`config.mk`:
```
export PLATFORM = sky130hd
export DESIGN_NAME = div_recon_16bit
export DESIGN_NICKNAME = d
export VERILOG_FILES = /design/src/rtl/div_pkg.sv /design/src/rtl/div_recon_step.sv /design/src/rtl/div_recon_16bit.sv
export SDC_FILE = /design/constraint.sdc
export NUM_CORES = 1
export LEC_CHECK = 0
export CORE_ASPECT_RATIO = 1.5
export CORE_MARGIN = 1
export CORE_UTILIZATION = 48
export DETAILED_ROUTE_END_ITERATION = 10
export GPL_ROUTABILITY_DRIVEN = 0
export HOLD_SLACK_MARGIN = 0.08
export PLACE_DENSITY = 0.79
export SYNTH_ARGS = -nofsm -noshare
export SYNTH_HDL_FRONTEND = slang
export SYNTH_SLANG_ARGS = --single-unit
export TNS_END_PERCENT = 20
```
`constraint.sdc`:
```
create_clock -name clk -period 2.2 [get_ports clk]
set_input_delay 0.33 -clock clk [delete_from_list [all_inputs] [get_ports clk]]
set_output_delay 0.33 -clock clk [all_outputs]
set_load 0.1 [all_outputs]
```
`src/rtl/div_pkg.sv`:
```
// Shared divider definitions: widths, FSM states and result-range helper.
// Used by the reconstruction unit and by the divider bench.
package div_pkg;

  localparam int QW = 16;
  localparam int DW = 8;
  localparam int PW = QW + DW;

  typedef enum logic [1:0] {
    IDLE,
    CALC,
    DONE
  } state_e;

  // True when the reconstructed dividend has no bits above the 16-bit range
  function automatic logic fits16_chk(input logic [PW-1:0] v);
    return v[PW-1:QW] == '0;
  endfunction

endpackage

```
`src/rtl/div_recon_step.sv`:
```
// One shift-add multiply step: conditionally add the multiplicand,
// then advance multiplicand left and multiplier right.
module div_recon_step
  import div_pkg::*;
#(
  parameter int PW = div_pkg::PW,
  parameter int DW = div_pkg::DW
) (
  input  logic [PW-1:0] acc_i,
  input  logic [PW-1:0] mcand_i,
  input  logic [DW-1:0] mplier_i,
  output logic [PW-1:0] acc_o,
  output logic [PW-1:0] mcand_o,
  output logic [DW-1:0] mplier_o
);

  assign acc_o    = mplier_i[0] ? acc_i + mcand_i : acc_i;
  assign mcand_o  = mcand_i << 1;
  assign mplier_o = mplier_i >> 1;

endmodule

```
`src/rtl/div_recon_16bit.sv`:
```
// Sequential dividend reconstruction Q*B+R with an 8-step shift-add,
// plus range and remainder-legality flags; valid/ready on both sides.
module div_recon_16bit
  import div_pkg::*;
#(
  parameter int QW = div_pkg::QW,
  parameter int DW = div_pkg::DW,
  parameter int PW = QW + DW
) (
  input  logic          clk,
  input  logic          rst_n,
  input  logic          in_valid,
  output logic          in_ready,
  input  logic [QW-1:0] quotient,
  input  logic [DW-1:0] divisor,
  input  logic [QW-1:0] remainder,
  output logic          out_valid,
  input  logic          out_ready,
  output logic [PW-1:0] dividend,
  output logic          fits16,
  output logic          rem_ok
);

  localparam int CW = $clog2(DW);
  localparam logic [CW-1:0] LAST = CW'(DW - 1);

  state_e state_q, state_d;

  logic [PW-1:0] acc_q, acc_d;
  logic [PW-1:0] mcand_q, mcand_d;
  logic [DW-1:0] mplier_q, mplier_d;
  logic [CW-1:0] cnt_q, cnt_d;
  logic          rem_ok_q, rem_ok_d;

  logic          accept;
  logic [PW-1:0] acc_s, mcand_s;
  logic [DW-1:0] mplier_s;

  assign accept = in_valid && in_ready;

  div_recon_step #(
    .PW(PW),
    .DW(DW)
  ) u_step (
    .acc_i   (acc_q),
    .mcand_i (mcand_q),
    .mplier_i(mplier_q),
    .acc_o   (acc_s),
    .mcand_o (mcand_s),
    .mplier_o(mplier_s)
  );

  always_ff @(posedge clk or negedge rst_n) begin
    if (!rst_n) state_q <= IDLE;
    else        state_q <= state_d;
  end

  always_comb begin
    state_d = state_q;
    unique case (state_q)
      IDLE: if (accept) state_d = CALC;
      CALC: if (cnt_q == LAST) state_d = DONE;
      DONE: if (out_ready) state_d = IDLE;
      default: state_d = IDLE;
    endcase
  end

  always_comb begin
    in_ready  = (state_q == IDLE);
    out_valid = (state_q == DONE);
  end

  // All DW steps always run; zero operands need no special case
  always_comb begin
    acc_d    = acc_q;
    mcand_d  = mcand_q;
    mplier_d = mplier_q;
    cnt_d    = cnt_q;
    rem_ok_d = rem_ok_q;
    if (accept) begin
      acc_d    = PW'(remainder);
      mcand_d  = PW'(quotient);
      mplier_d = divisor;
      cnt_d    = '0;
      rem_ok_d = remainder < QW'(divisor);
    end else if (state_q == CALC) begin
      acc_d    = acc_s;
      mcand_d  = mcand_s;
      mplier_d = mplier_s;
      cnt_d    = cnt_q + 1'b1;
    end
  end

  always_ff @(posedge clk or negedge rst_n) begin
    if (!rst_n) begin
      acc_q    <= '0;
      mcand_q  <= '0;
      mplier_q <= '0;
      cnt_q    <= '0;
      rem_ok_q <= 1'b0;
    end else begin
      acc_q    <= acc_d;
      mcand_q  <= mcand_d;
      mplier_q <= mplier_d;
      cnt_q    <= cnt_d;
      rem_ok_q <= rem_ok_d;
    end
  end

  assign dividend = acc_q;
  assign fits16   = fits16_chk(acc_q);
  assign rem_ok   = rem_ok_q;

endmodule

```
==> summary.txt, run 1 <==
Status = finished with violations
Violated checks = negative setup slack
Commonest register cell after synthesis = dfrtp_1
Multi-input logic area = 2390 sq um
CTS tree = yes
Die ar. = 8420 sq um
Final TNS setup = -2.25 ns
GRT met3 Usage = 7.87%
IO Pins = 72
Worst skew pair latency = 0.34 ns
Post-route clock skew = 0.00484 ns
Met2 global-route usage = 52.4%
Max incr delay on CP = 0.43 ns
Vias in the first global route = 4057
Root Driver = clkbuf_16
Worst EP arrival = 2.71 ns
RSZ-0062 raised after global routing = true
Num rows = 39
Crit path max-delay family = compound AO/OA/AOI/OAI gates
Final WS setup = -0.283 ns
Wirelength per Cell = 18.4 microns
GRT Overall Usage = 30.8%
DR vias = 3988
Largest net degree at the start of global routing = 35
Num CTS Buffers = 9
Final worst-path cycle share = 113%
Worst-margin pin slew = 0.591 ns
DRT Pass-1 Iters = 5
Layout Nets = 647
Fin. max-slew vios = 0
Inserted Diodes = 0
Area added between synthesis and finish = 47.5%
WS Path Type = register to register
CP bufs+invs = 1
Storage cell area = 1590 sq um
Max-slew headroom = 60.6%
Post-synthesis average cell area = 9.01 sq um
Die H = 112 microns
Startpoint Class = register
Vias per std cell = 5.89
Gr ovfl total = 0
Post-Synthesis Cell Area = 3860 sq um
Clock transition at path regs = 0.06 ns
Final wirelength = 12500 microns
Post-route insts no fill = 677
Global-route wire length before repair = 19300 microns
Maximum net fanout on the critical path = 3
Synthesis warning total = 0
Initial antenna violation count = 0
Worst Setup End Kind = register
Critical-path cell list = ha_4 -> inv_2 -> fa_2 -> and2b_1 -> o211ai_1 -> a31oi_2 -> a31oi_2 -> nor3_2 -> a41oi_2 -> xor2_1 -> o21ai_1
Post-synth EDFFs = 0
Cells after synthesis = 429
Seq/Total Area, Yosys = 40.1%
Min cycle time layout = 2.48 ns
Synth cell types = 45
FFs w/ async S/R, synth = 100%
HP Class = input pin to async pin
Crit-path slowest cell = dfrtp_4
Core area = 7710 sq um
IO buf count = 71
Max Root-Sink Buffers = 2
Final setup fails = 12
Worst Path Required = 2.42 ns
Cell mode on critical path = a31oi_2
Initial core utilization = 50.1%
Antenna Violating Nets Remaining = 0
Die width = 75.3 microns
Post-DP HPWL = 8550 microns
DR iter-0 viols = 412
Fmax = 403 MHz
CTS H-tree lvls = 3
Global routing's busiest layer = met2
DRC viols = 0
Mapped Nets = 506
Hold_ws = 0.463 ns
Post-synthesis register bit count = 62
GR met1 Demand/Resource = 34.3%
Share of cells above drive strength 1 = 31.8%
Inst Count DP = 647
Total of max-cap violations = 0
Fill count = 562
Final Hold Viols = 0
Clk sinks = 62
## Yosys cell counts, drive strengths merged (10+ instances only)
master,instances,area share [%]
nand2,88,8.5
dfrtp,62,40
o21ai,46,6.2
a22oi,34,6.6
ha,32,10
a21oi,24,3.1
clkbuf,20,1.9
inv,14,1.4
a21o,11,2.1
nor2,11,1.1
xnor2,10,2.3
xor2,10,2.3
## logic make-up (layout without fill, tap and decap cells)
family	count (synthesis)	count (layout)	share of synthesized area, %
XOR/XNOR	20	20	4.53
buffers and inverters	35	181	3.40
adder cells (fa/ha/maj)	33	33	10.9
flip-flops	62	62	40.1
AND/OR/NAND/NOR	129	129	14.4
AO/OA/AOI/OAI	150	150	26.7
## cells in the final DEF (no fill, tap or decap), types with 6 or more instances in the layout
cell type / n
nand2_1: 88
a21o_1: 11
ha_4: 6
clkbuf_16: 9
dfrtp_1: 38
nor2_1: 9
o21ai_0: 30
inv_1: 13
o21ai_1: 13
buf_4: 105
a22oi_1: 34
dfrtp_2: 20
clkdlybuf4s50_1: 42
xor2_1: 9
xnor2_1: 8
ha_1: 26
a21oi_1: 21
## routing by layer
metal	wire length [microns]	share of wire (%)
met5	0	0
met2	6670	54
met1	4620	37
met4	516	4.1
met3	650	5.2
## final cells by class
type | instances | area share [%]
timing repair buffer | 151 | 22.0
sequential | 62 | 27.9
inverter | 14 | 0.922
clock inverter | 3 | 0.307
multi-input combinational | 332 | 41.9
clock buffer | 13 | 4.74
tap | 102 | 2.24
## worst paths after layout
check	start	to	slack [ns]	cells past startpoint
max	dividend[0]$_DFFE_PN0P_	dividend[22]$_DFFE_PN0P_	-0.28	11
min	rst_n	cnt_q[1]$_DFFE_PN0P_	0.46	2
max reg2reg	dividend[0]$_DFFE_PN0P_	dividend[22]$_DFFE_PN0P_	-0.28	11
min reg2reg	mplier_q[5]$_DFFE_PN0P_	mplier_q[5]$_DFFE_PN0P_	0.48	2
max in group asynchronous	rst_n	dividend[21]$_DFFE_PN0P_	0.93	3
min in group clk	mplier_q[5]$_DFFE_PN0P_	mplier_q[5]$_DFFE_PN0P_	0.48	2
## worst register-to-register path, cell delays in order (launching register included)
cell      delay, ns
dfrtp_4        0.43
ha_4           0.14
inv_2          0.04
fa_2           0.33
and2b_1        0.23
o211ai_1       0.16
a31oi_2        0.27
a31oi_2        0.16
nor3_2         0.19
a41oi_2        0.15
xor2_1         0.20
o21ai_1        0.08
## stage by stage
step / util [%] / instance area, sq um / worst slack, ns
finish: 73.9 / 5700 / -0.283
global route: 73.9 / 5700 / -0.420
CTS: 72.0 / 5550 / -0.205
detailed placement: 66.6 / 5130 / -0.294
global placement: 66.6 / 5130 / -0.201
floorplan: - / 3940 / -0.335
## sequential cells by signal, indices dropped and copies added, names as in the netlist
name,count
cnt_q,3
dividend,24
mcand_q,24
mplier_q,8
rem_ok,1
state_q,2
## timing repair
| action | in CTS | in global routing |
|---|---|---|
| gates resized for setup | 12 | 16 |
| setup endpoints to repair | 14 | 18 |
| hold buffers | 1 | 0 |
| pin swaps | 11 | 18 |
| setup buffers | 8 | 6 |
| hold endpoints to repair | 15 | 0 |
| cloned | 0 | 0 |
Power of run 1 is left out: the tool's default activity adds up to more than one toggle a clock period on the data nets, which glitch-free logic cannot reach.
==> run 2, diff against run 1 <==
Settings changed: GPL_TIMING_DRIVEN from default to 0.
==> summary.txt, run 2 (synthesis results as in run 1) <==
Final wirelength = 11900 microns
Final worst-path cycle share = 119%
Post-DP HPWL = 8030 microns
Initial antenna violation count = 0
Dpl cell area = 4790 sq um
IO buf count = 71
Final Hold Viols = 0
Reg2reg setup slack = -0.41 ns
Die width = 75.3 microns
Initial core utilization = 50.1%
Worst skew pair latency = 0.33 ns
Area added between synthesis and finish = 42.3%
WS Path Type = register to register
Violated checks = negative setup slack
Num rows = 39
DR vias = 3873
DRT Pass-1 Iters = 5
Startpoint Class = register
Worst Path Required = 2.40 ns
Inserted Diodes = 0
Die ar. = 8420 sq um
Largest net degree at the start of global routing = 42
HP Class = register to register
Fmax = 383 MHz
Post-route clock skew = 0.00553 ns
GRT Overall Usage = 30.1%
Worst reg2reg endpoint = dividend[20]$_DFFE_PN0P_
Layout Nets = 612
Worst Hold Depth = 2
Worst Setup End Kind = register
Worst-margin pin slew = 0.977 ns
Reg2reg path depth = 13
M1 WL = 4530 microns
Clk sinks = 62
Met3 routed WL = 618 microns
IO Pins = 72
CTS H-tree lvls = 3
Crit Reg-Reg Startpoint = dividend[0]$_DFFE_PN0P_
Antenna Violating Nets Remaining = 0
Vias per std cell = 6.03
Critical-path cell list = ha_4 -> inv_2 -> fa_2 -> and2b_1 -> o211ai_1 -> buf_4 -> a31oi_4 -> buf_4 -> a41oi_4 -> nor3_2 -> nor2_4 -> xor2_1 -> o21ai_1
DR iter-0 viols = 292
Core area = 7710 sq um
Max incr delay on CP = 0.43 ns
Vias in the first global route = 3885
Crit path max-delay family = simple AND/OR/NAND/NOR gates
Min cycle time layout = 2.61 ns
Gr ovfl total = 0
Max-slew headroom = 34.8%
Num CTS Buffers = 9
Die H = 112 microns
Hold Crit Start = mplier_q[2]$_DFFE_PN0P_
Hold path endpoint = mplier_q[2]$_DFFE_PN0P_
Final instance area = 5500 sq um
Root Driver = clkbuf_16
Crit-path slowest cell = dfrtp_4
Share of cells above drive strength 1 = 19.1%
Fin. max-slew vios = 0
Clock transition at path regs = 0.05 ns
DR WL met2 = 6270 microns
CP bufs+invs = 3
Worst EP arrival = 2.81 ns
Most frequent cells in the layout = nand2_1, clkdlybuf4s50_1, dfrtp_1
RSZ-0062 raised after global routing = true
Maximum net fanout on the critical path = 3
CTS tree = yes
Commonest non-fill, non-tap cell in the layout = nand2_1
Wirelength per Cell = 18.6 microns
Global-route wire length before repair = 19100 microns
Total of max-cap violations = 0
Max Root-Sink Buffers = 2
Cell mode on critical path = buf_4
Status = finished with violations
Final WS setup = -0.411 ns
Highest metal used = met4
DRC viols = 0
Final setup fails = 15
-- run 2: changes by cell type in the layout (fill, tap and decap cells not counted), sizes merged, moves of 2 or more --
cell           delta
clkdlybuf4s50    +10
clkinv            +2
dlymetal6s2s      +8
dlygate4sd2       +8
buf              -82
clkbuf           +16
-- run 2: worst max-delay path by stage --
stage                     slack, ns                  endpoint                     from  cells after the start
after global placement        -1.60   dividend[4]$_DFFE_PN0P_                    rst_n                      1
after CTS                     -0.33  dividend[22]$_DFFE_PN0P_  dividend[0]$_DFFE_PN0P_                     12
after floorplan               -0.34  dividend[22]$_DFFE_PN0P_  dividend[0]$_DFFE_PN0P_                     11
final                         -0.41  dividend[20]$_DFFE_PN0P_  dividend[0]$_DFFE_PN0P_                     13
after global routing          -0.47  dividend[22]$_DFFE_PN0P_  dividend[0]$_DFFE_PN0P_                     12
after detailed placement      -0.63  dividend[20]$_DFFE_PN0P_  dividend[0]$_DFFE_PN0P_                     11
-- run 2: metrics by stage --
| step | setup TNS, ns | cells | utilization (%) | hold WS (ns) | setup WS [ns] |
|---|---|---|---|---|---|
| finish | -3.59 | 642 | 71.3 | 0.480 | -0.411 |
| global route | -4.95 | 642 | 71.3 | 0.486 | -0.475 |
| CTS | -2.32 | 633 | 69.5 | 0.480 | -0.329 |
| detailed placement | -7.25 | 603 | 62.1 | 0.336 | -0.630 |
| global placement | -86.63 | 602 | 61.9 | 0.459 | -1.60 |
| floorplan | -2.53 | 429 | - | 0.0344 | -0.335 |
-- run 2: routing by layer --
layer / track usage, % / vias up
met3: 3.62 / 48
met2: 51.4 / 160
met1: 36.6 / 1900
li1: - / 1765
met5: 0 / -
met4: 14.4 / 0
-- run 2: cell type report --
class / count / area, sq um
fill: 593 / 2210
sequential: 62 / 1590
tap: 102 / 128
timing repair buffer: 95 / 912
clock inverter: 7 / 65.1
buffer: 21 / 82.6
clock buffer: 9 / 225
inverter: 14 / 52.6
multi-input combinational: 332 / 2440
-- run 2: worst reg2reg max path, stage by stage (launching register included) --
cell,delay [ns]
dfrtp_4,0.43
ha_4,0.15
inv_2,0.04
fa_2,0.32
and2b_1,0.24
o211ai_1,0.10
buf_4,0.16
a31oi_4,0.21
buf_4,0.16
a41oi_4,0.14
nor3_2,0.26
nor2_4,0.06
xor2_1,0.15
o21ai_1,0.07
-- run 2: repair_timing --
action / CTS / global route
gates resized for setup: 46 / 24
setup buffers: 13 / 9
hold endpoints to repair: 21 / 0
pin swaps: 19 / 22
gates cloned: 0 / 0
hold buffers: 1 / 0
endpoints found under the setup margin: 28 / 29
Power of run 2 is left out for the same reason.
